--- config.mk ---
export PLATFORM = sky130hd
export DESIGN_NAME = lpc_frame_fifo
export DESIGN_NICKNAME = d
export VERILOG_FILES = /design/src/rtl/lpc_frame_fifo.sv
export SDC_FILE = /design/constraint.sdc
export NUM_CORES = 2
export LEC_CHECK = 0
export BUFFER_PORTS_ARGS = -buffer_cell sky130_fd_sc_hd__buf_2
export CAP_MARGIN = 30
export CORE_ASPECT_RATIO = 0.6
export CORE_MARGIN = 2
export CORE_UTILIZATION = 45
export CTS_CLUSTER_DIAMETER = 40
export DETAILED_ROUTE_END_ITERATION = 12
export GPL_TIMING_DRIVEN = 0
export SLEW_MARGIN = 20
export SYNTH_ARGS = -nofsm -noshare
export SYNTH_HDL_FRONTEND = slang
export SYNTH_SLANG_ARGS = --single-unit
--- constraint.sdc ---
create_clock -name ACLK -period 5.85 [get_ports ACLK]
set_clock_uncertainty 0.15 [all_clocks]
set_input_delay 0.585 -clock ACLK [delete_from_list [all_inputs] [get_ports ACLK]]
set_output_delay 0.585 -clock ACLK [all_outputs]
set_load 0.01 [all_outputs]
--- src/rtl/lpc_frame_fifo.sv ---
// Frame-aware AXI-Stream buffer for the LPC decoder path: {TLAST, DATA} share one
// memory, with an optional packet mode that holds words back until a full frame is stored.
module lpc_frame_fifo #(
  parameter int DATA_WIDTH = 16,
  parameter int DEPTH      = 128,
  parameter int AF_THRESH  = DEPTH - 4
) (
  input  logic                           ACLK,
  input  logic                           ARESET_N,
  input  logic [DATA_WIDTH-1:0]          S_TDATA,
  input  logic                           S_TLAST,
  input  logic                           S_TVALID,
  output logic                           S_TREADY,
  output logic [DATA_WIDTH-1:0]          M_TDATA,
  output logic                           M_TLAST,
  output logic                           M_TVALID,
  input  logic                           M_TREADY,
  input  logic                           FRAME_MODE,
  input  logic                           FLUSH,
  output logic [$clog2(DEPTH+1)-1:0]     COUNT,
  output logic [$clog2(DEPTH+1)-1:0]     FRAME_COUNT,
  output logic                           ALMOST_FULL,
  output logic                           DBG_CUT
);

  localparam int AW = $clog2(DEPTH);
  localparam int CW = $clog2(DEPTH + 1);
  localparam logic [CW-1:0] C_FULL    = CW'(DEPTH);
  localparam logic [CW-1:0] C_AF      = CW'(AF_THRESH);
  localparam logic [CW-1:0] C_CNT_ONE = CW'(1);
  localparam logic [AW-1:0] C_PTR_ONE = AW'(1);

  logic [DATA_WIDTH:0] r_mem [DEPTH];
  logic [AW-1:0]       r_wptr;
  logic [AW-1:0]       r_rptr;
  logic [CW-1:0]       r_count;
  logic [CW-1:0]       r_frame_count;
  logic                r_cut;
  logic                r_ready_en;

  logic                w_full;
  logic                w_empty;
  logic [DATA_WIDTH:0] w_head;
  logic                w_wr;
  logic                w_rd;
  logic                w_wr_last;
  logic                w_rd_last;

  // Handshakes: a word moves on an edge only when valid & ready are both high in the
  // cycle before it; valid never waits on ready, and FLUSH discards both sides.
  assign w_full    = (r_count == C_FULL);
  assign w_empty   = (r_count == '0);
  assign w_head    = r_mem[r_rptr];

  assign S_TREADY  = ~w_full & ~FLUSH & r_ready_en;
  assign M_TDATA   = w_head[DATA_WIDTH-1:0];
  assign M_TLAST   = w_head[DATA_WIDTH];
  assign M_TVALID  = ~w_empty & (~FRAME_MODE | (r_frame_count != '0) | r_cut);

  assign w_wr      = S_TVALID & S_TREADY;
  assign w_rd      = M_TVALID & M_TREADY & ~FLUSH;
  assign w_wr_last = w_wr & S_TLAST;
  assign w_rd_last = w_rd & M_TLAST;

  assign COUNT       = r_count;
  assign FRAME_COUNT = r_frame_count;
  assign ALMOST_FULL = (r_count >= C_AF);
  assign DBG_CUT     = r_cut;

  always_ff @(posedge ACLK) begin
    if (w_wr) begin
      r_mem[r_wptr] <= {S_TLAST, S_TDATA};
    end
  end

  always_ff @(posedge ACLK or negedge ARESET_N) begin
    if (!ARESET_N) begin
      r_wptr        <= '0;
      r_rptr        <= '0;
      r_count       <= '0;
      r_frame_count <= '0;
      r_cut         <= 1'b0;
      r_ready_en    <= 1'b0;
    end else begin
      r_ready_en <= 1'b1;
      if (FLUSH) begin
        r_wptr        <= '0;
        r_rptr        <= '0;
        r_count       <= '0;
        r_frame_count <= '0;
        r_cut         <= 1'b0;
      end else begin
        if (w_wr) r_wptr <= r_wptr + C_PTR_ONE;
        if (w_rd) r_rptr <= r_rptr + C_PTR_ONE;

        case ({w_wr, w_rd})
          2'b10:   r_count <= r_count + C_CNT_ONE;
          2'b01:   r_count <= r_count - C_CNT_ONE;
          default: r_count <= r_count;
        endcase

        case ({w_wr_last, w_rd_last})
          2'b10:   r_frame_count <= r_frame_count + C_CNT_ONE;
          2'b01:   r_frame_count <= r_frame_count - C_CNT_ONE;
          default: r_frame_count <= r_frame_count;
        endcase

        // A full buffer with no complete frame can never release in packet mode,
        // so the head frame is allowed to stream through until its TLAST leaves.
        if (w_rd_last) begin
          r_cut <= 1'b0;
        end else if (w_full && (r_frame_count == '0)) begin
          r_cut <= 1'b1;
        end
      end
    end
  end

endmodule
* Yosys cells after proc, flatten, opt, wreduce, memory -nomap -nowiden
Memories as Yosys holds them, arrays and structs flattened.
Cells that the tools add are included.
** Operators by class
- Reduce and logical (&&, ||, !) cells :: 9
- Order comparisons :: 1
- Equality and inequality tests :: 5
- Muxes and demuxes :: 13
- $add $sub $neg :: 6
- Bitwise logic cells :: 14
** Operators with widths (count)
- $pmux W8 S2 :: 2
- $mux W7 :: 4
- $add A8 B1 Y8 const B :: 2
- $logic_not A8 Y1 :: 2
- $mux W8 :: 2
- $sub A8 B1 Y8 const B :: 2
- $add A7 B1 Y7 const B :: 2
- $reduce_bool A3 Y1 :: 3
- $and A1 B1 Y1 :: 8
- $eq A8 B8 Y1 const B :: 1
- $ge A8 B7 Y1 const B :: 1
- $reduce_bool A8 Y1 :: 1
- $mux W1 :: 5
- $eq A2 B1 Y1 const B :: 2
- $eq A2 B2 Y1 const B :: 2
- $not A1 Y1 :: 4
- $reduce_bool A2 Y1 :: 2
- $or A1 B1 Y1 :: 2
- $logic_and A1 B1 Y1 :: 1
** Storage, ports and cells
- Memory bits (writable) :: 2176
- Bits of input ports :: 23
- Register bits :: 32
- Memories :: 1
** Memories
- r_mem :: depth 128, width 17, rd ports 1, clocked after memory_dff 0, write ports 1, RTL line 33 : logic [DATA_WIDTH:0] r_mem [DEPTH];

* Logic depth before layout (Yosys ltp)
- Depth in word-level cells :: 10
- Depth in mapped cells :: 19
- Gate-level depth less buffers :: 16

* Least setup slack after synthesis
Ideal clock, no wire load.
- Kind :: register to register
- Start :: register r_rptr[0]
- End :: register r_frame_count[7] (netlist: FRAME_COUNT[7])
- Buffers on the path :: 4
- Setup slack :: 1.365 ns
- Arrival time :: 4.208 ns
- Data required time :: 5.574 ns
- Setup time :: 0.126 ns
- Stages on the path, launching flop included :: 20
- Path through :: dfrtp_1 -> buf_6 -> buf_6 -> buf_2 -> buf_2 -> mux4_2 -> a22oi_1 -> o2111ai_1 -> o22ai_1 -> and3_1 -> nor2b_1 -> ha_1 -> a21o_1 -> a21oi_1 -> o21bai_1 -> a21oi_1 -> o21ai_0 -> nand2_1 -> nor2_1 -> a311o_1
** On the way
- Longest elaborated chain between the ends :: 5
** Ends and longest elaborated chain
- start, declared :: RTL line 35 : logic [AW-1:0] r_rptr;
- start signal, assigned :: RTL line 94 : if (w_rd) r_rptr <= r_rptr + C_PTR_ONE;
- $mem_v2 Z128 W17 (*)
- net M_TLAST :: RTL line 15 : output logic M_TLAST,
- $and A1 B1 Y1 (*) :: RTL line 63 : assign w_rd_last = w_rd & M_TLAST;
- $eq A2 B1 Y1 / $eq A2 B2 Y1 (equally long branches) :: RTL line 102 : case ({w_wr_last, w_rd_last})
- $pmux W8 S2 :: RTL line 102
- $mux W8 :: RTL line 86 : if (FLUSH) begin
- end signal, assigned :: RTL line 103 : 2'b10: r_frame_count <= r_frame_count + C_CNT_ONE;
- end signal, assigned :: RTL line 104 : 2'b01: r_frame_count <= r_frame_count - C_CNT_ONE;
- end signal, assigned :: RTL line 105 : default: r_frame_count <= r_frame_count;
- end, declared :: RTL line 37 : logic [CW-1:0] r_frame_count;
The timed path passes the listed nets; every way through them passes the cells marked *.
A chain may end at the register's enable or synchronous reset.

* Worst setup path after layout
- Start :: register r_rptr[1]
- End :: output port M_TDATA[10]
** On the way
- Longest elaborated chain between the ends :: 1
** Ends and longest elaborated chain
- $mem_v2 Z128 W17
- end, declared :: RTL line 14 : output logic [DATA_WIDTH-1:0] M_TDATA,
No other way between the ends.

==> impl_metrics.toml <==
[run_status]
status = "finished, final reports clean"

[routing]
drt-total-wl_um = 235000
wl_per_cell_um = 35.6
vias = 40700
vias_per_cell = 6.18
final_antenna_net_count = 0
first_pass_iters = 6
drc = 0
drtIter0Drc = 6525

[critical_path]
required_ns = 5.12
cp-startpoint = "r_rptr[1]$_DFFE_PN0P_"
r2r-start = "r_rptr[1]$_DFFE_PN0P_"
setup.worst_path.end_class = "output pin"
worstSetupPathType = "reg -> out"
r2r_slack_ns = 0.15
endpoint = "M_TDATA[10]"
reg2regPathDepth = 19
cp_max_fo = 10
r2r-end = "FRAME_COUNT[7]$_DFFE_PN0P_"
start_kind = "flop"
crit_arrival_ns = 5.11

[global_route]
grt_pass1_vias = 39000
grt_most_used_layer = "met1"
grt_use_met3 = 0.0912
antenna_found_initial = 25
grt_pass1_wl_um = 323000
grt_max_degree = 102
grt_use_total = 0.244
met2_usage = 0.320
grtUsageMet1 = 0.379
overflow = 0

[logic_synthesis]
syn_nets = 3558
synth_compound_area_frac = 0.00439
syn_inst = 3519
synth_edf_count = 2176
yosys.area.top_type_share = 0.766
netlist_top_cells_area = "edfxtp_1, mux4_2, dfrtp_1"
synth_fa_ha_area_frac = 0.00252
synth_cell_types = 54
synth_warnings = 0
synth_simple_gate_area_frac = 0.0143
synth_mux_area_frac = 0.190
synth_top_family_by_area = "multiplexers"
ys_async_sr_fraction = 0.0145
ys_ff_latch = 2208
synth_top_cell_by_area = "edfxtp_1"
synth-xor-area-share = 0.00226
syn_area_per_cell_um2 = 24.2
synthesis.area_um2 = 85300
ys_seq_area_frac = 0.776
synth_flop_cell = "edfxtp_1"

[floorplanning]
dieArea_um2 = 193000
die_y_um = 341
core-area_um2 = 188000
start_util = 0.454
rows = 123
fp.dieW_um = 566
io_pins = 60

[timing]
fin_ws_ns = 0.00255
max_slew_margin = 0.287
setup_viol_count_final = 0
fmax_mhz = 171
hold_viol = 0
min_period_ns = 5.85
rsz0062_at_grt = "false"
worstMarginPinSlew_ns = 1.07
setup_tns_ns = 0
slew_viol_final = 0
min_period_over_period = 1.00
holdWs_ns = 0.0300

[clocking]
cts_htree_levels = 4
clockBufferDepth = 4
numCtsBuffers = 216
cts_tree = "done"
clock_latency_ns = 0.86
cts_sinks = 2208
clk_pin_slew_ns = 0.08
root_buffer = "clkbuf_16"

[finish]
fin_cells = 6585
fin_nets = 3954
num-fill-cells = 14200
final_common_cell = "edfxtp_1"
drive_gt1_frac = 0.363
syn_to_final_growth_pct = 15.5
layout_common_cells = "edfxtp_1, mux4_2, clkbuf_16, buf_2, buf_6"

[place]
hpwlAfterDp_um = 160000
io_buffers = 59
gp_congestion = 0.929
dp_slack_ns = -0.729
placed_cells = 6184

[flow_run]
maxCapViolCount = 0

[pwr]
peakVddDrop_mv = 0.272
p_leak_nw = 30.0
pwr_density_cell_nw_per_um2 = 369

[worst_hold_path]
worstHoldPathType = "in -> reg"
[flip-flops by register name, indices dropped and copies added (netlist names)]
register	count
r_mem	2176
COUNT	8
FRAME_COUNT	8
r_rptr	7
r_wptr	7
DBG_CUT	1
r_ready_en	1
[per-layer routing]
metal / part of all wire / wire length, µm / vias to the layer above
met1: 0.43 / 101000 / 22000
li1: - / - / 16000
met5: 0.00034 / 79 / -
met2: 0.40 / 94500 / 2347
met4: 0.029 / 6810 / 12
met3: 0.14 / 32100 / 355
[per-stage QoR]
stage / instance area, µm² / total power, mW / util
after floorplan: 85300 / 20.6 / -
after global placement: 88700 / 22.6 / 0.472
after detailed placement: 91200 / 22.7 / 0.485
after CTS: 98400 / 36.4 / 0.524
after global routing: 98500 / 37.3 / 0.524
final: 98500 / 36.3 / 0.524
[what timing repair did]
| action | in CTS | in global routing |
|---|---|---|
| resized for setup | 46 | 14 |
| pin swaps | 0 | 1 |
| setup buffers | 0 | 0 |
| setup endpoints to repair | 21 | 12 |
| hold endpoints to repair | 161 | 0 |
| hold buffers | 9 | 0 |
| cloned | 0 | 0 |
[where the power goes]
| group | total [mW] | switching (mW) | internal, mW |
|---|---|---|---|
| logic | 4.95 | 2.89 | 2.06 |
| registers | 17.5 | 0.0504 | 17.4 |
| clock network | 13.9 | 6.07 | 7.83 |
| total | 36.3 | 9.01 | 27.3 |
[synthesized netlist by cell type, types with 2 or more instances]
library cell	number
buf_2	98
nand3b_1	3
nor2_1	158
buf_6	7
edfxtp_1	2176
fa_1	2
clkbuf_1	56
a21o_1	4
a22oi_1	3
nor3_1	4
and2_1	6
mux2i_1	26
inv_1	7
a21oi_1	15
o21ai_0	7
nand2_1	43
a31oi_1	2
nand3_1	14
ha_1	14
or3_1	5
nand2b_1	10
and3_1	4
xor2_1	11
o31ai_1	5
nor2b_1	17
mux2_2	25
buf_4	2
xnor2_1	11
buf_1	24
o21bai_1	4
mux4_2	696
o211ai_1	2
nor4_1	4
dfrtp_1	32
nand4_1	3
[kinds of logic (layout without fill, tap and decap cells)]
group           count (synthesis)  after routing
other cells                     1              4
fa+ha+maj                      16             16
xor+xnor                       22             22
buf+inv                       194            757
mux                           747            747
simple gates                  276            276
compound gates                 55             55
flops                        2208           2208
[worst min-delay path by stage]
stage	startpoint	endpoint	slack (ns)	depth (start not counted)
finish	S_TDATA[11]	r_mem[33][11]$_DFFE_PP_	0.03	1
global route	S_TDATA[11]	r_mem[41][11]$_DFFE_PP_	0.04	1
CTS	FLUSH	FRAME_COUNT[0]$_DFFE_PN0P_	0.005	3
detailed placement	COUNT[5]$_DFFE_PN0P_	COUNT[5]$_DFFE_PN0P_	0.40	2
global placement	COUNT[5]$_DFFE_PN0P_	COUNT[5]$_DFFE_PN0P_	0.39	2
floorplan	ARESET_N	COUNT[0]$_DFFE_PN0P_	0.14	0
[worst max-delay path, cell delays in order (launching register included)]
cell and delay [ns]:
dfrtp_1 0.38, buf_4 0.24, buf_6 0.25, buf_4 0.44
buf_6 0.34, buf_4 0.38, mux4_2 0.46, mux4_2 0.63
mux4_2 0.55, mux2_2 0.36, buf_2 0.16
[cell type report]
| class | count | area, µm² | share of cell area |
|---|---|---|---|
| tap | 2500 | 3130 | 0.0318 |
| sequential | 2208 | 66100 | 0.672 |
| clock inverter | 132 | 1330 | 0.0135 |
| buffer | 187 | 1050 | 0.0107 |
| timing repair buffer | 178 | 2280 | 0.0231 |
| antenna | 3 | 7.51 | 0.0000762 |
| multi-input combinational | 1117 | 18900 | 0.192 |
| clock buffer | 253 | 5620 | 0.0570 |
| inverter | 7 | 26.3 | 0.000267 |
Power figures use the tool's default switching activity.
